<file path="src/rtl/cpu_pkg.sv">
// Shared decode constants, ALU control encodings, FSM states and the
// instruction decoder for the FakeCPU execution sequencer.
package cpu_pkg;

    localparam int unsigned INSTR_W = 32;
    localparam int unsigned REG_AW  = 5;

    localparam logic [5:0] OP_RTYPE = 6'h00;
    localparam logic [5:0] OP_J     = 6'h02;
    localparam logic [5:0] OP_BLEZ  = 6'h06;
    localparam logic [5:0] OP_ADDI  = 6'h08;
    localparam logic [5:0] OP_ADDIU = 6'h09;
    localparam logic [5:0] OP_SLTI  = 6'h0a;
    localparam logic [5:0] OP_SLTIU = 6'h0b;
    localparam logic [5:0] OP_XORI  = 6'h0e;
    localparam logic [5:0] OP_LW    = 6'h23;
    localparam logic [5:0] OP_SW    = 6'h2b;

    localparam logic [5:0] F_ADD  = 6'h20;
    localparam logic [5:0] F_ADDU = 6'h21;
    localparam logic [5:0] F_SUB  = 6'h22;
    localparam logic [5:0] F_SUBU = 6'h23;
    localparam logic [5:0] F_AND  = 6'h24;
    localparam logic [5:0] F_OR   = 6'h25;
    localparam logic [5:0] F_XOR  = 6'h26;
    localparam logic [5:0] F_NOR  = 6'h27;
    localparam logic [5:0] F_SLT  = 6'h2a;
    localparam logic [5:0] F_SLTU = 6'h2b;

    localparam logic [3:0] ALU_ADD  = 4'd0;
    localparam logic [3:0] ALU_SUB  = 4'd1;
    localparam logic [3:0] ALU_AND  = 4'd2;
    localparam logic [3:0] ALU_OR   = 4'd3;
    localparam logic [3:0] ALU_XOR  = 4'd4;
    localparam logic [3:0] ALU_NOR  = 4'd5;
    localparam logic [3:0] ALU_SLT  = 4'd6;
    localparam logic [3:0] ALU_SLTU = 4'd7;

    localparam logic [2:0] S_IDLE = 3'd0;
    localparam logic [2:0] S_RS   = 3'd1;
    localparam logic [2:0] S_RT   = 3'd2;
    localparam logic [2:0] S_EXE  = 3'd3;
    localparam logic [2:0] S_MEM  = 3'd4;
    localparam logic [2:0] S_WB   = 3'd5;

    typedef struct packed {
        logic              legal;
        logic [3:0]        alu_ctrl;
        logic              use_imm;
        logic              zext_imm;
        logic              chk_ovf;
        logic              wr_reg;
        logic [REG_AW-1:0] waddr;
        logic              is_lw;
        logic              is_sw;
        logic              is_blez;
        logic              is_j;
    } dec_t;

    // Pure decode of a latched instruction; illegal encodings write nothing.
    function automatic dec_t decode(input logic [INSTR_W-1:0] ins);
        dec_t d;
        d          = '0;
        d.legal    = 1'b1;
        d.use_imm  = 1'b1;
        d.wr_reg   = 1'b1;
        d.waddr    = ins[20:16];
        d.alu_ctrl = ALU_ADD;
        case (ins[31:26])
            OP_RTYPE: begin
                d.use_imm = 1'b0;
                d.waddr   = ins[15:11];
                case (ins[5:0])
                    F_ADD:  begin d.alu_ctrl = ALU_ADD; d.chk_ovf = 1'b1; end
                    F_ADDU: d.alu_ctrl = ALU_ADD;
                    F_SUB:  begin d.alu_ctrl = ALU_SUB; d.chk_ovf = 1'b1; end
                    F_SUBU: d.alu_ctrl = ALU_SUB;
                    F_AND:  d.alu_ctrl = ALU_AND;
                    F_OR:   d.alu_ctrl = ALU_OR;
                    F_XOR:  d.alu_ctrl = ALU_XOR;
                    F_NOR:  d.alu_ctrl = ALU_NOR;
                    F_SLT:  d.alu_ctrl = ALU_SLT;
                    F_SLTU: d.alu_ctrl = ALU_SLTU;
                    default: begin d.legal = 1'b0; d.wr_reg = 1'b0; end
                endcase
            end
            OP_ADDI:  d.chk_ovf  = 1'b1;
            OP_ADDIU: d.alu_ctrl = ALU_ADD;
            OP_SLTI:  d.alu_ctrl = ALU_SLT;
            OP_SLTIU: d.alu_ctrl = ALU_SLTU;
            OP_XORI:  begin d.alu_ctrl = ALU_XOR; d.zext_imm = 1'b1; end
            OP_BLEZ:  begin d.is_blez = 1'b1; d.wr_reg = 1'b0; end
            OP_J:     begin d.is_j = 1'b1; d.wr_reg = 1'b0; end
            OP_LW:    begin d.is_lw = 1'b1; d.wr_reg = 1'b0; end
            OP_SW:    begin d.is_sw = 1'b1; d.wr_reg = 1'b0; end
            default:  begin d.legal = 1'b0; d.wr_reg = 1'b0; end
        endcase
        return d;
    endfunction

endpackage

</file>
<file path="src/rtl/exec_sequencer_alu.sv">
// Combinational integer ALU: add/sub with signed overflow flag, logic ops,
// signed and unsigned set-less-than.
module ALU
    import cpu_pkg::*;
#(
    parameter int unsigned W = 32
) (
    input  logic [W-1:0] a_i,
    input  logic [W-1:0] b_i,
    input  logic [3:0]   ctrl_i,
    output logic [W-1:0] result_o,
    output logic         ovf_o
);

    logic [W-1:0] sum;
    logic [W-1:0] diff;

    assign sum  = a_i + b_i;
    assign diff = a_i - b_i;

    always_comb begin
        result_o = '0;
        ovf_o    = 1'b0;
        case (ctrl_i)
            ALU_ADD: begin
                result_o = sum;
                ovf_o    = (a_i[W-1] == b_i[W-1]) && (sum[W-1] != a_i[W-1]);
            end
            ALU_SUB: begin
                result_o = diff;
                ovf_o    = (a_i[W-1] != b_i[W-1]) && (diff[W-1] != a_i[W-1]);
            end
            ALU_AND:  result_o = a_i & b_i;
            ALU_OR:   result_o = a_i | b_i;
            ALU_XOR:  result_o = a_i ^ b_i;
            ALU_NOR:  result_o = ~(a_i | b_i);
            ALU_SLT:  result_o = W'($signed(a_i) < $signed(b_i));
            ALU_SLTU: result_o = W'(a_i < b_i);
            default:  result_o = '0;
        endcase
    end

endmodule

</file>
<file path="src/rtl/exec_sequencer.sv">
// Multi-cycle decode/execute sequencer: reads rs/rt over a synchronous
// register port, executes via the ALU, handles lw/sw, writes back, reports next PC.
module exec_sequencer
    import cpu_pkg::*;
#(
    parameter int unsigned     ADDR_W   = 19,
    parameter int unsigned     DATA_W   = 32,
    parameter logic [ADDR_W-1:0] TRAP_VEC = '0
) (
    input  logic              clk,
    input  logic              rst,
    input  logic              run,
    input  logic [31:0]       instr,
    input  logic [ADDR_W-1:0] pc,
    output logic              ok,
    output logic [ADDR_W-1:0] next_pc,
    output logic              trap,
    output logic              illegal,
    output logic [4:0]        reg_raddr,
    input  logic [DATA_W-1:0] reg_rdata,
    output logic              reg_we,
    output logic [4:0]        reg_waddr,
    output logic [DATA_W-1:0] reg_wdata,
    output logic [ADDR_W-1:0] mem_addr,
    output logic              mem_rd,
    output logic              mem_wr,
    output logic [DATA_W-1:0] mem_wdata,
    input  logic [DATA_W-1:0] mem_rdata,
    input  logic              mem_ready
);

    logic [2:0]        state_q, state_d;
    logic [31:0]       instr_q, instr_d;
    logic [ADDR_W-1:0] pc_q, pc_d;
    logic [DATA_W-1:0] rs_q, rs_d;

    logic              ok_q, ok_d;
    logic [ADDR_W-1:0] next_pc_q, next_pc_d;
    logic              trap_q, trap_d;
    logic              illegal_q, illegal_d;
    logic [4:0]        reg_raddr_q, reg_raddr_d;
    logic              reg_we_q, reg_we_d;
    logic [4:0]        reg_waddr_q, reg_waddr_d;
    logic [DATA_W-1:0] reg_wdata_q, reg_wdata_d;
    logic [ADDR_W-1:0] mem_addr_q, mem_addr_d;
    logic              mem_rd_q, mem_rd_d;
    logic              mem_wr_q, mem_wr_d;
    logic [DATA_W-1:0] mem_wdata_q, mem_wdata_d;

    dec_t              dec;
    logic [15:0]       imm16;
    logic [DATA_W-1:0] imm_ext;
    logic [DATA_W-1:0] alu_b;
    logic [DATA_W-1:0] alu_res;
    logic              alu_ovf;
    logic [ADDR_W-1:0] pc_inc;
    logic [ADDR_W-1:0] br_target;
    logic              rs_le_zero;
    logic              exe_trap;
    logic [ADDR_W-1:0] exe_npc;

    assign dec     = decode(instr_q);
    assign imm16   = instr_q[15:0];
    assign imm_ext = dec.zext_imm ? DATA_W'(imm16) : DATA_W'($signed(imm16));
    // In EXE the register port already presents rt, so it feeds the ALU directly.
    assign alu_b   = dec.use_imm ? imm_ext : reg_rdata;

    ALU #(.W(DATA_W)) u_alu (
        .a_i      (rs_q),
        .b_i      (alu_b),
        .ctrl_i   (dec.alu_ctrl),
        .result_o (alu_res),
        .ovf_o    (alu_ovf)
    );

    assign pc_inc     = pc_q + ADDR_W'(1);
    assign br_target  = pc_inc + ADDR_W'($signed(imm16));
    assign rs_le_zero = rs_q[DATA_W-1] || (rs_q == '0);
    assign exe_trap   = !dec.legal || (dec.chk_ovf && alu_ovf);

    always_comb begin
        if (exe_trap)                      exe_npc = TRAP_VEC;
        else if (dec.is_j)                 exe_npc = instr_q[ADDR_W-1:0];
        else if (dec.is_blez && rs_le_zero) exe_npc = br_target;
        else                               exe_npc = pc_inc;
    end

    // Next-state and registered-output logic; strobes default low, data holds.
    always_comb begin
        state_d     = state_q;
        instr_d     = instr_q;
        pc_d        = pc_q;
        rs_d        = rs_q;
        ok_d        = 1'b0;
        trap_d      = 1'b0;
        illegal_d   = 1'b0;
        reg_we_d    = 1'b0;
        mem_rd_d    = 1'b0;
        mem_wr_d    = 1'b0;
        next_pc_d   = next_pc_q;
        reg_raddr_d = reg_raddr_q;
        reg_waddr_d = reg_waddr_q;
        reg_wdata_d = reg_wdata_q;
        mem_addr_d  = mem_addr_q;
        mem_wdata_d = mem_wdata_q;
        case (state_q)
            S_IDLE: begin
                if (run) begin
                    instr_d     = instr;
                    pc_d        = pc;
                    reg_raddr_d = instr[25:21];
                    state_d     = S_RS;
                end
            end
            S_RS: begin
                reg_raddr_d = instr_q[20:16];
                state_d     = S_RT;
            end
            S_RT: begin
                rs_d    = reg_rdata;
                state_d = S_EXE;
            end
            S_EXE: begin
                if (!exe_trap && (dec.is_lw || dec.is_sw)) begin
                    state_d    = S_MEM;
                    mem_addr_d = ADDR_W'(alu_res);
                    mem_rd_d   = dec.is_lw;
                    mem_wr_d   = dec.is_sw;
                    if (dec.is_sw) mem_wdata_d = reg_rdata;
                end else begin
                    state_d     = S_WB;
                    ok_d        = 1'b1;
                    trap_d      = exe_trap;
                    illegal_d   = !dec.legal;
                    next_pc_d   = exe_npc;
                    reg_we_d    = !exe_trap && dec.wr_reg && (dec.waddr != '0);
                    reg_waddr_d = dec.waddr;
                    reg_wdata_d = alu_res;
                end
            end
            S_MEM: begin
                if (mem_ready) begin
                    state_d   = S_WB;
                    ok_d      = 1'b1;
                    next_pc_d = pc_inc;
                    if (dec.is_lw) begin
                        reg_we_d    = (instr_q[20:16] != '0);
                        reg_waddr_d = instr_q[20:16];
                        reg_wdata_d = mem_rdata;
                    end
                end else begin
                    mem_rd_d = mem_rd_q;
                    mem_wr_d = mem_wr_q;
                end
            end
            S_WB:    state_d = S_IDLE;
            default: state_d = S_IDLE;
        endcase
    end

    always_ff @(posedge clk or posedge rst) begin
        if (rst) begin
            state_q     <= S_IDLE;
            instr_q     <= '0;
            pc_q        <= '0;
            rs_q        <= '0;
            ok_q        <= 1'b0;
            next_pc_q   <= '0;
            trap_q      <= 1'b0;
            illegal_q   <= 1'b0;
            reg_raddr_q <= '0;
            reg_we_q    <= 1'b0;
            reg_waddr_q <= '0;
            reg_wdata_q <= '0;
            mem_addr_q  <= '0;
            mem_rd_q    <= 1'b0;
            mem_wr_q    <= 1'b0;
            mem_wdata_q <= '0;
        end else begin
            state_q     <= state_d;
            instr_q     <= instr_d;
            pc_q        <= pc_d;
            rs_q        <= rs_d;
            ok_q        <= ok_d;
            next_pc_q   <= next_pc_d;
            trap_q      <= trap_d;
            illegal_q   <= illegal_d;
            reg_raddr_q <= reg_raddr_d;
            reg_we_q    <= reg_we_d;
            reg_waddr_q <= reg_waddr_d;
            reg_wdata_q <= reg_wdata_d;
            mem_addr_q  <= mem_addr_d;
            mem_rd_q    <= mem_rd_d;
            mem_wr_q    <= mem_wr_d;
            mem_wdata_q <= mem_wdata_d;
        end
    end

    assign ok        = ok_q;
    assign next_pc   = next_pc_q;
    assign trap      = trap_q;
    assign illegal   = illegal_q;
    assign reg_raddr = reg_raddr_q;
    assign reg_we    = reg_we_q;
    assign reg_waddr = reg_waddr_q;
    assign reg_wdata = reg_wdata_q;
    assign mem_addr  = mem_addr_q;
    assign mem_rd    = mem_rd_q;
    assign mem_wr    = mem_wr_q;
    assign mem_wdata = mem_wdata_q;

endmodule
</file>
<file path="config.mk">
export PLATFORM = sky130hd
export DESIGN_NAME = exec_sequencer
export DESIGN_NICKNAME = d
export VERILOG_FILES = /design/src/rtl/cpu_pkg.sv /design/src/rtl/exec_sequencer_alu.sv /design/src/rtl/exec_sequencer.sv
export SDC_FILE = /design/constraint.sdc
export NUM_CORES = 1
export LEC_CHECK = 0
export CORE_MARGIN = 4
export CORE_UTILIZATION = 56
export DETAILED_ROUTE_END_ITERATION = 10
export PLACE_DENSITY_LB_ADDON = 0.2
export SLEW_MARGIN = 15
export SYNTH_ARGS = -nofsm -noshare
export SYNTH_HDL_FRONTEND = slang
export SYNTH_SLANG_ARGS = --single-unit
</file>
<file path="constraint.sdc">
create_clock -name clk -period 8.9 [get_ports clk]
set_input_delay 1.78 -clock clk [delete_from_list [all_inputs] [get_ports clk]]
set_output_delay 1.78 -clock clk [all_outputs]
set_load 0.03 [all_outputs]
</file>
# After elaboration in Yosys (flattened, before gate mapping)
# Cells that the tools add are included.
dict set report word_totals {
  ff_bits 204
  inputBits 119
  out_inout_bits 118
  elab_cells 149
}
dict set report classes {
  n_addsub 4
  n_lt_le_gt_ge 2
  eq_ne 38
  mux 53
  n_bitwise 4
  reduce_logical 32
}
# operator count
set ops {}
lappend ops {{case mux 32 bit (8 select lines)} 1}
lappend ops {{2-to-1 mux 32 bit} 5}
lappend ops {{2-to-1 mux 19 bit} 5}
lappend ops {{equality test 6 bit, second input constant} 12}
lappend ops {{< comparator 32 bit} 2}
lappend ops {{case mux 32 bit (2 select lines)} 1}
lappend ops {{case mux 19 bit (2 select lines)} 1}
lappend ops {{adder 32 bit} 1}
lappend ops {{bitwise AND 32 bit} 1}
lappend ops {{logical NOT 32 bit} 1}
lappend ops {{NOT 32 bit} 1}
lappend ops {{OR 32 bit} 1}
lappend ops {{subtractor 32 bit} 1}
lappend ops {{bitwise XOR 32 bit} 1}
lappend ops {{equality test 6 x 4 -> 1 bit, second input constant} 5}
lappend ops {{2-to-1 mux 5 bit} 5}
lappend ops {{case mux 3 bit (7 select lines)} 1}
lappend ops {{2-to-1 mux 1 bit} 20}
lappend ops {{case mux 5 bit (2 select lines)} 2}
lappend ops {{adder 19 x 1 -> 19 bit, second input constant} 1}
lappend ops {{adder 19 bit} 1}
lappend ops {{equality test 4 x 3 -> 1 bit, second input constant} 4}
lappend ops {{case mux 1 bit (2 select lines)} 8}
lappend ops {{case mux 4 bit (4 select lines)} 1}
lappend ops {{other kinds (27)} 51}

# Longest topological paths before layout
# Gate-level depths: netlist of the first run.
dict set report depth {
  depth_word 15
  ltp_mapped 22
  depth_no_buf 19
}

# Modules after synthesis
# Synthesis of the first run repeated with hierarchy kept, for this count alone.
dict set report hier_totals {
  cells_unflattened 1750
  hier_area_um2 15568.7
}
# mod n_inst cells_each area_each_um2 seq_area_each_um2
set by_module_without_submodules {}
lappend by_module_without_submodules {exec_sequencer 1 965 10237.3 4979.8}
lappend by_module_without_submodules {ALU 1 785 5331.4 0.0}

# Least setup slack after synthesis of the first run
# No wires, ideal clock.
dict set report synth_path {
  path_type {input-to-reg}
  start {input port reg_rdata[1]}
  end {register next_pc_q[3] (netlist: next_pc[3])}
  setup_time_ns 0.130
  arrival_ns 4.669
  required_time_ns 8.770
  slack_ns 4.100
  path_stages 16
  n_path_buf 2
  path_cell_list {mux2_2 > inv_1 > ha_1 > o21bai_1 > a21oi_1 > o2111a_1 > a311o_1 > o41ai_4 > a21o_1 > a222oi_1 > and3_1 > or2_1 > buf_6 > buf_8 > o2111ai_1 > a31oi_1}
}
dict set report synth_between {
  elab_chain_len 11
  word_cells_on_any_way 17
  classes_between {2 x add/sub; 3 x eq/ne; 5 x mux; 7 x reduce/logical}
}
# element line
set synth_lines {}
lappend synth_lines {{start, declared} exec_sequencer.sv:20} ;# input logic [DATA_W-1:0] reg_rdata,
lappend synth_lines {{2-to-1 mux 32 bit *} exec_sequencer.sv:66} ;# assign alu_b = dec.use_imm ? imm_ext : reg_rdata;
lappend synth_lines {{subtractor 32 bit or adder 32 bit (tied branches)} {exec_sequencer_alu.sv:19, exec_sequencer_alu.sv:18}}
lappend synth_lines {{!= test 1 bit (on tied branches)} {exec_sequencer_alu.sv:31, exec_sequencer_alu.sv:27}}
lappend synth_lines {{logical AND 1 bit (on tied branches)} {exec_sequencer_alu.sv:31, exec_sequencer_alu.sv:27}}
lappend synth_lines {{case mux 1 bit (2 select lines) *} exec_sequencer_alu.sv:24} ;# case (ctrl_i)
lappend synth_lines {{logical AND 1 bit *} exec_sequencer.sv:79} ;# assign exe_trap = !dec.legal || (dec.chk_ovf && alu_ovf);
lappend synth_lines {{logical OR 1 bit *} exec_sequencer.sv:79}
lappend synth_lines {{logical NOT 1 bit} exec_sequencer.sv:124} ;# if (!exe_trap && (dec.is_lw || dec.is_sw)) begin
lappend synth_lines {{logical AND 1 bit} exec_sequencer.sv:124}
lappend synth_lines {{!= test 2 bit (no line)} n/a}
lappend synth_lines {{AND reduction 3 bit (no line)} n/a}
lappend synth_lines {{end signal, assigned} exec_sequencer.sv:185} ;# next_pc_q <= next_pc_d;
lappend synth_lines {{end, declared} exec_sequencer.sv:38} ;# logic [ADDR_W-1:0] next_pc_q, next_pc_d;
# Mark *: on every way between the ends. The rest lies on a longest branch, timed or not. The select of a mux whose other input is x is not followed.
# A chain may end at the register's enable or synchronous reset.

# Worst setup path after layout of the first run
dict set report layout_path {
  start {register instr_q[31]}
  end {register next_pc_q[12] (netlist: next_pc[12])}
}
dict set report layout_between {
  elab_chain_len 14
  word_cells_on_any_way 46
  classes_between {2 x add/sub; 15 x eq/ne; 16 x mux; 13 x reduce/logical}
}
# element line
set layout_lines {}
lappend layout_lines {{start, declared} exec_sequencer.sv:33} ;# logic [31:0] instr_q, instr_d;
lappend layout_lines {{start signal, assigned} exec_sequencer.sv:181} ;# instr_q <= instr_d;
lappend layout_lines {{equality test 6 x 4 -> 1 bit} cpu_pkg.sv:69} ;# case (ins[31:26])
lappend layout_lines {{2-to-1 mux 1 bit} cpu_pkg.sv:69}
lappend layout_lines {{2-to-1 mux 32 bit} exec_sequencer.sv:64} ;# assign imm_ext = dec.zext_imm ? DATA_W'(imm16) : DATA_W'($signed(imm16));
lappend layout_lines {{2-to-1 mux 32 bit} exec_sequencer.sv:66}
lappend layout_lines {{subtractor 32 bit or adder 32 bit (tied branches)} {exec_sequencer_alu.sv:19, exec_sequencer_alu.sv:18}}
lappend layout_lines {{!= test 1 bit (on tied branches)} {exec_sequencer_alu.sv:31, exec_sequencer_alu.sv:27}}
lappend layout_lines {{logical AND 1 bit (on tied branches)} {exec_sequencer_alu.sv:31, exec_sequencer_alu.sv:27}}
lappend layout_lines {{case mux 1 bit (2 select lines)} exec_sequencer_alu.sv:24}
lappend layout_lines {{logical AND 1 bit} exec_sequencer.sv:79}
lappend layout_lines {{logical OR 1 bit} exec_sequencer.sv:79}
lappend layout_lines {{logical NOT 1 bit} exec_sequencer.sv:124}
lappend layout_lines {{logical AND 1 bit} exec_sequencer.sv:124}
lappend layout_lines {{!= test 2 bit (no line)} n/a}
lappend layout_lines {{AND reduction 3 bit (no line)} n/a}
# Several ways; a longest one is shown, not always the timed one. The select of a mux whose other input is x is not followed.

==> flow_summary.json, run 1 <==
{
  "maxSlewHeadroom_pct": 19.5,
  "io_buffers": 236,
  "max_freq_ghz": 0.157,
  "detail_route.first_pass.iterations": 10,
  "drv_cap": 0,
  "tns_ns": 0,
  "grt_use_met3_pct": 7.36,
  "cts-resized-gates": 0,
  "area_growth_pct": 21.0,
  "num_antenna_cells": 0,
  "drive_above_1_share_pct": 9.93,
  "clk_pin_slew_ns": 0.10,
  "hold_viol": 0,
  "drc": 0,
  "cp_max_fo": 18,
  "dp_hpwl_um": 39000,
  "grt_util_met2_pct": 51.8,
  "setup_violations": 0,
  "grt_overflow_total": 0,
  "coreArea_um2": 26300,
  "nNetsFinal": 2188,
  "ff2ff_path_depth": 17,
  "synthFlopType": "dfrtp_1",
  "die_area_um2": 29600,
  "grt_pass1_wl_um": 81500,
  "rows": 59,
  "syn_nets": 2004,
  "cts_hold_buf": 0,
  "start_kind": "flip-flop",
  "postCtsSetupBuffers": 0,
  "syn_inst": 1767,
  "wirelength_um": 53200,
  "hold_depth": 2,
  "worstHoldPathType": "flip-flop to flip-flop",
  "busiest_layer": "met1",
  "cp-end-kind": "flip-flop",
  "grt_usage_pct": 35.3,
  "avgRoutedWirePerCell_um": 23.2,
  "post-route-min-period_ns": 6.37,
  "grt_pass1_vias": 14400,
  "postSynthAreaPerCell_um2": 8.54,
  "async_flop_share_pct": 100,
  "die_y_um": 172,
  "via_count": 15100,
  "ys_seq_area_share_pct": 33.0,
  "use_met1_pct": 52.0,
  "worstMarginPinSlew_ns": 1.21,
  "grt_max_degree": 127,
  "status": "completed",
  "cts_root_buf": "clkbuf_16",
  "drv_slew": 0,
  "via_per_inst": 6.57,
  "grt_setup_unrepaired": "false",
  "synth_seq_cells": 199,
  "syn_area_um2": 15100,
  "cts.sinks": 199,
  "netlist-cell-type-count": 90,
  "finClkSkew_ns": 0.0160,
  "finalCritPeriodShare_pct": 71.6,
  "cts_made_buffers": 17,
  "place_congestion": 1.01,
  "drt_iter0_drc": 2061,
  "clock_latency_ns": 0.46,
  "cts_tree": "built",
  "grt_antenna_before_repair": 1,
  "h-tree-depth": 4,
  "synth_edf_count": 0,
  "die_width_um": 172,
  "boundaryPins": 237,
  "ys_warn_count": 0,
  "drtAntennaViolNets": 0,
  "critPathKind": "flip-flop to flip-flop",
  "cts_buffer_depth": 2,
  "start_util_pct": 57.4,
  "critPathRequiredTime_ns": 9.27,
  "crit_arrival_ns": 6.75
}
[state kept, by name, summed over array words and instances (netlist names)]
name,cells
mem_wr,1
mem_wdata,32
mem_addr,19
reg_raddr,5
ok,1
reg_waddr,5
pc_q,19
illegal,1
reg_wdata,32
reg_we,1
next_pc,19
state_q,3
instr_q,27
rs_q,32
trap,1
mem_rd,1
[layout by cell type, fill, tap and decap left out, drive strengths merged, types with 7 or more instances in the layout]
master         count
clkdlybuf4s50    236
clkbuf            17
a221o             13
buf               27
nor4              21
nand4             12
a211oi            18
nor3              31
o2111ai           10
o21ai            180
o22ai              8
a21oi            141
and3              15
nor2             137
o311ai             7
mux2              95
o211ai            26
mux2i             14
nor2b             12
nand2b            13
or3                9
o221ai            10
o21a              28
xor2              14
nand2            180
inv              130
o21bai            17
dfrtp            199
ha               115
a221oi            25
a31oi             23
xnor2             24
nand3             32
o31ai              7
a21o              23
[critical path: stages, from the launching register on]
cell	delay, ns
dfrtp_1	0.49
nor4_4	0.48
nand2_1	0.78
buf_4	0.52
mux2_2	0.32
inv_1	0.15
ha_1	0.30
a211oi_1	0.44
o211ai_1	0.23
a31oi_1	0.28
o21ai_2	0.15
a31oi_1	0.28
o21ai_1	0.18
a222oi_1	0.42
and3_1	0.22
or2_1	0.55
o221ai_1	0.27
a21oi_1	0.20
[logic make-up (layout without fill, tap and decap cells)]
kind of cell	Yosys count	after routing	share of synthesized area, %
buffers and inverters	219	416	6.42
XOR/XNOR	38	38	2.21
AO/OA/AOI/OAI	594	594	25.5
AND/OR/NAND/NOR	490	490	15.0
multiplexers	109	109	8.02
flip-flops	199	199	33.0
adder cells (fa/ha/maj)	118	118	9.93
[synthesized netlist by cell type (24+ instances only)]
master / instances / area, µm²
a21oi_1: 140 / 701
a221oi_1: 25 / 219
clkbuf_1: 70 / 263
dfrtp_1: 199 / 4980
ha_1: 115 / 1440
inv_1: 121 / 454
mux2_2: 95 / 1070
nand2_1: 179 / 672
nand3_1: 32 / 160
nor2_1: 137 / 514
nor3_1: 29 / 145
o211ai_1: 26 / 195
o21a_1: 28 / 210
o21ai_0: 175 / 876
xnor2_1: 24 / 210
[layout make-up]
type                            count  area [µm²]
Clock buffer                       17         425
Clock inverter                     15         216
Fill cell                        2145        8020
Inverter                          121         462
Multi-Input combinational cell   1349        9200
Sequential cell                   199        4980
Tap cell                          335         419
Timing Repair Buffer              263        2560
[per-layer routing]
metal / vias up / part of all wire [%]
li1: 6756 / -
met1: 7226 / 44
met2: 952 / 42
met3: 157 / 11
met4: 2 / 3.1
met5: - / 0.024
[through the flow]
stage               utilization [%]  cells  instance area (µm²)  setup WS (ns)  hold WS, ns
CTS                            69.5   2299                18300           2.78        0.482
global placement               67.0   2267                17600           2.87        0.448
global route                   69.5   2299                18300           2.09        0.512
detailed placement             67.0   2267                17600           2.75        0.461
floorplan                         -   1767                15100           1.69        0.490
finish                         69.5   2299                18300           2.53        0.482
[path summary, 6_finish.rpt]
check	start	endpoint	slack, ns
worst max-delay path	instr_q[31]	next_pc[12]	2.53
worst min-delay path	reg_wdata[8]	reg_wdata[8]	0.48
worst max register to register	instr_q[31]	next_pc[12]	2.53
worst min register to register	reg_wdata[8]	reg_wdata[8]	0.48
max in group asynchronous	rst	reg_wdata[15]	5.46
min in group asynchronous	rst	instr_q[17]	1.88
Power of run 1 is not shown: default switching activity piles up to over one toggle a cycle in this logic, so the estimate is an artifact.
==> inputs of run 2 (changes only) <==
--- a/config.mk
+++ b/config.mk
@@ -6,7 +6,7 @@
 export NUM_CORES = 1
 export LEC_CHECK = 0
 export CORE_MARGIN = 4
-export CORE_UTILIZATION = 56
+export CORE_UTILIZATION = 50
 export DETAILED_ROUTE_END_ITERATION = 10
 export PLACE_DENSITY_LB_ADDON = 0.2
 export SLEW_MARGIN = 15
==> constraint.sdc (replaced) <==
create_clock -name clk -period 5.15 [get_ports clk]
set_input_delay 1.03 -clock clk [delete_from_list [all_inputs] [get_ports clk]]
set_output_delay 1.03 -clock clk [all_outputs]
set_load 0.03 [all_outputs]
==> flow_summary.json, run 2 (synthesis results as in run 1) <==
{
  "status": "completed",
  "crit_arrival_ns": 5.35,
  "via_count": 14900,
  "cts_made_buffers": 17,
  "drt_iter0_drc": 1737,
  "via_per_inst": 6.21,
  "drive_above_1_share_pct": 12.3,
  "worstHoldStart": "reg_wdata[10]",
  "cts_root_buf": "clkbuf_16",
  "die_y_um": 182,
  "finClkSkew_ns": 0.0152,
  "nNetsFinal": 2241,
  "drv_cap": 0,
  "num_antenna_cells": 0,
  "dpl.cell_count": 2375,
  "clock_latency_ns": 0.45,
  "path_common_cell": "a21oi_1",
  "crit_family": "compound AO/OA/AOI/OAI gates",
  "grt_pass1_vias": 14300,
  "h-tree-depth": 4,
  "critPathRequiredTime_ns": 5.51,
  "dp_hpwl_um": 41300,
  "drc": 0,
  "cp_max_fo": 15,
  "hold_viol": 0,
  "critical_path_depth": 20,
  "setup_violations": 0,
  "fin_cells": 2407,
  "maxSlewHeadroom_pct": 34.8,
  "post-route-min-period_ns": 4.99,
  "start_kind": "flip-flop",
  "worstHoldPathType": "flip-flop to flip-flop",
  "grt_antenna_before_repair": 1,
  "finalCritPeriodShare_pct": 96.9,
  "cts.sinks": 199,
  "path_cells": "or3b_1 > nor2_1 > and2_1 > a21oi_1 > buf_4 > o21a_1 > inv_1 > ha_1 > a21oi_1 > o21ai_0 > a221o_1 > a221o_1 > a21oi_1 > o21ai_1 > a222oi_1 > and3_1 > or2_1 > buf_12 > o2111ai_1 > a31oi_1",
  "coreArea_um2": 29700,
  "max_freq_ghz": 0.200,
  "die_area_um2": 33000,
  "avgRoutedWirePerCell_um": 22.6,
  "area_growth_pct": 24.0,
  "grt_overflow_total": 0,
  "fillers": 2657,
  "drtAntennaViolNets": 0,
  "grt_usage_pct": 32.2,
  "final_common_cell": "clkdlybuf4s50_1",
  "tns_ns": 0,
  "cts_tree": "built",
  "cpMaxStageDelayCell": "or3b_1",
  "whs_endpoint": "reg_wdata[10]",
  "worstMarginPinSlew_ns": 0.965,
  "place_congestion": 1.01,
  "critPathBufInv": 3,
  "worstReg2RegStart": "instr_q[31]",
  "grt_pass1_wl_um": 83800,
  "grt_max_degree": 101,
  "r2r_slack_ns": 0.16,
  "start_util_pct": 50.8,
  "grt_setup_unrepaired": "false",
  "r2r_end": "next_pc[7]",
  "drv_slew": 0,
  "critical-path-max-stage-delay_ns": 0.47,
  "cp-end-kind": "flip-flop",
  "detail_route.first_pass.iterations": 6,
  "cts_buffer_depth": 2,
  "final_cell_mix": "clkdlybuf4s50_1, dfrtp_1, nand2_1",
  "die_width_um": 182,
  "boundaryPins": 237,
  "clk_pin_slew_ns": 0.08,
  "rows": 63,
  "postCtsSetupBuffers": 0,
  "hold_depth": 1,
  "wirelength_um": 54400,
  "ff2ff_path_depth": 20,
  "critPathKind": "flip-flop to flip-flop",
  "io_buffers": 236
}
-- run 2: layout make-up --
type / instances / area [µm²] / area share [%]
clock inverter: 14 / 161 / 0.862
inverter: 121 / 458 / 2.45
tap: 390 / 488 / 2.61
multi-input combinational: 1349 / 9190 / 49.1
clock buffer: 18 / 439 / 2.35
timing repair buffer: 316 / 3000 / 16.0
sequential: 199 / 4980 / 26.6
-- run 2: worst max path at each step --
stage / start / to / slack, ns
3_5_place_dp: reg_rdata[0] / reg_wdata[22] / 0.12
3_3_place_gp: reg_rdata[0] / reg_wdata[22] / 0.20
4_1_cts: instr_q[31] / next_pc[4] / 0.20
6_report: instr_q[31] / next_pc[7] / 0.16
5_1_grt: instr_q[31] / next_pc[3] / 0.008
2_1_floorplan: instr_q[31] / next_pc[3] / 0.71
-- run 2: layer usage --
layer  share of wire (%)  up-vias  wire length [µm]  GRT usage (%)
met5                   0        -                 0              0
met2                  42      770             22700           46.9
li1                    -     6858                 -              -
met1                  45     7213             24400           47.0
met4                 3.3        0              1790           11.0
met3                  10      108              5600           7.41
-- run 2: through the flow --
stage,setup WS [ns],utilization (%),area (µm²),hold WS (ns)
2_1_floorplan,0.712,-,15100,0.490
3_3_place_gp,0.199,61.0,18100,0.459
3_5_place_dp,0.117,61.0,18100,0.467
4_1_cts,0.199,63.0,18700,0.484
5_1_grt,0.00751,63.0,18700,0.514
6_report,0.162,63.0,18700,0.479
-- run 2: what timing repair did --
action,in CTS,in global routing
hold endpoints to repair,0,0
hold buffers,0,0
resized for setup,0,3
setup endpoints to repair,0,10
Power of run 2 is left out for the same reason.
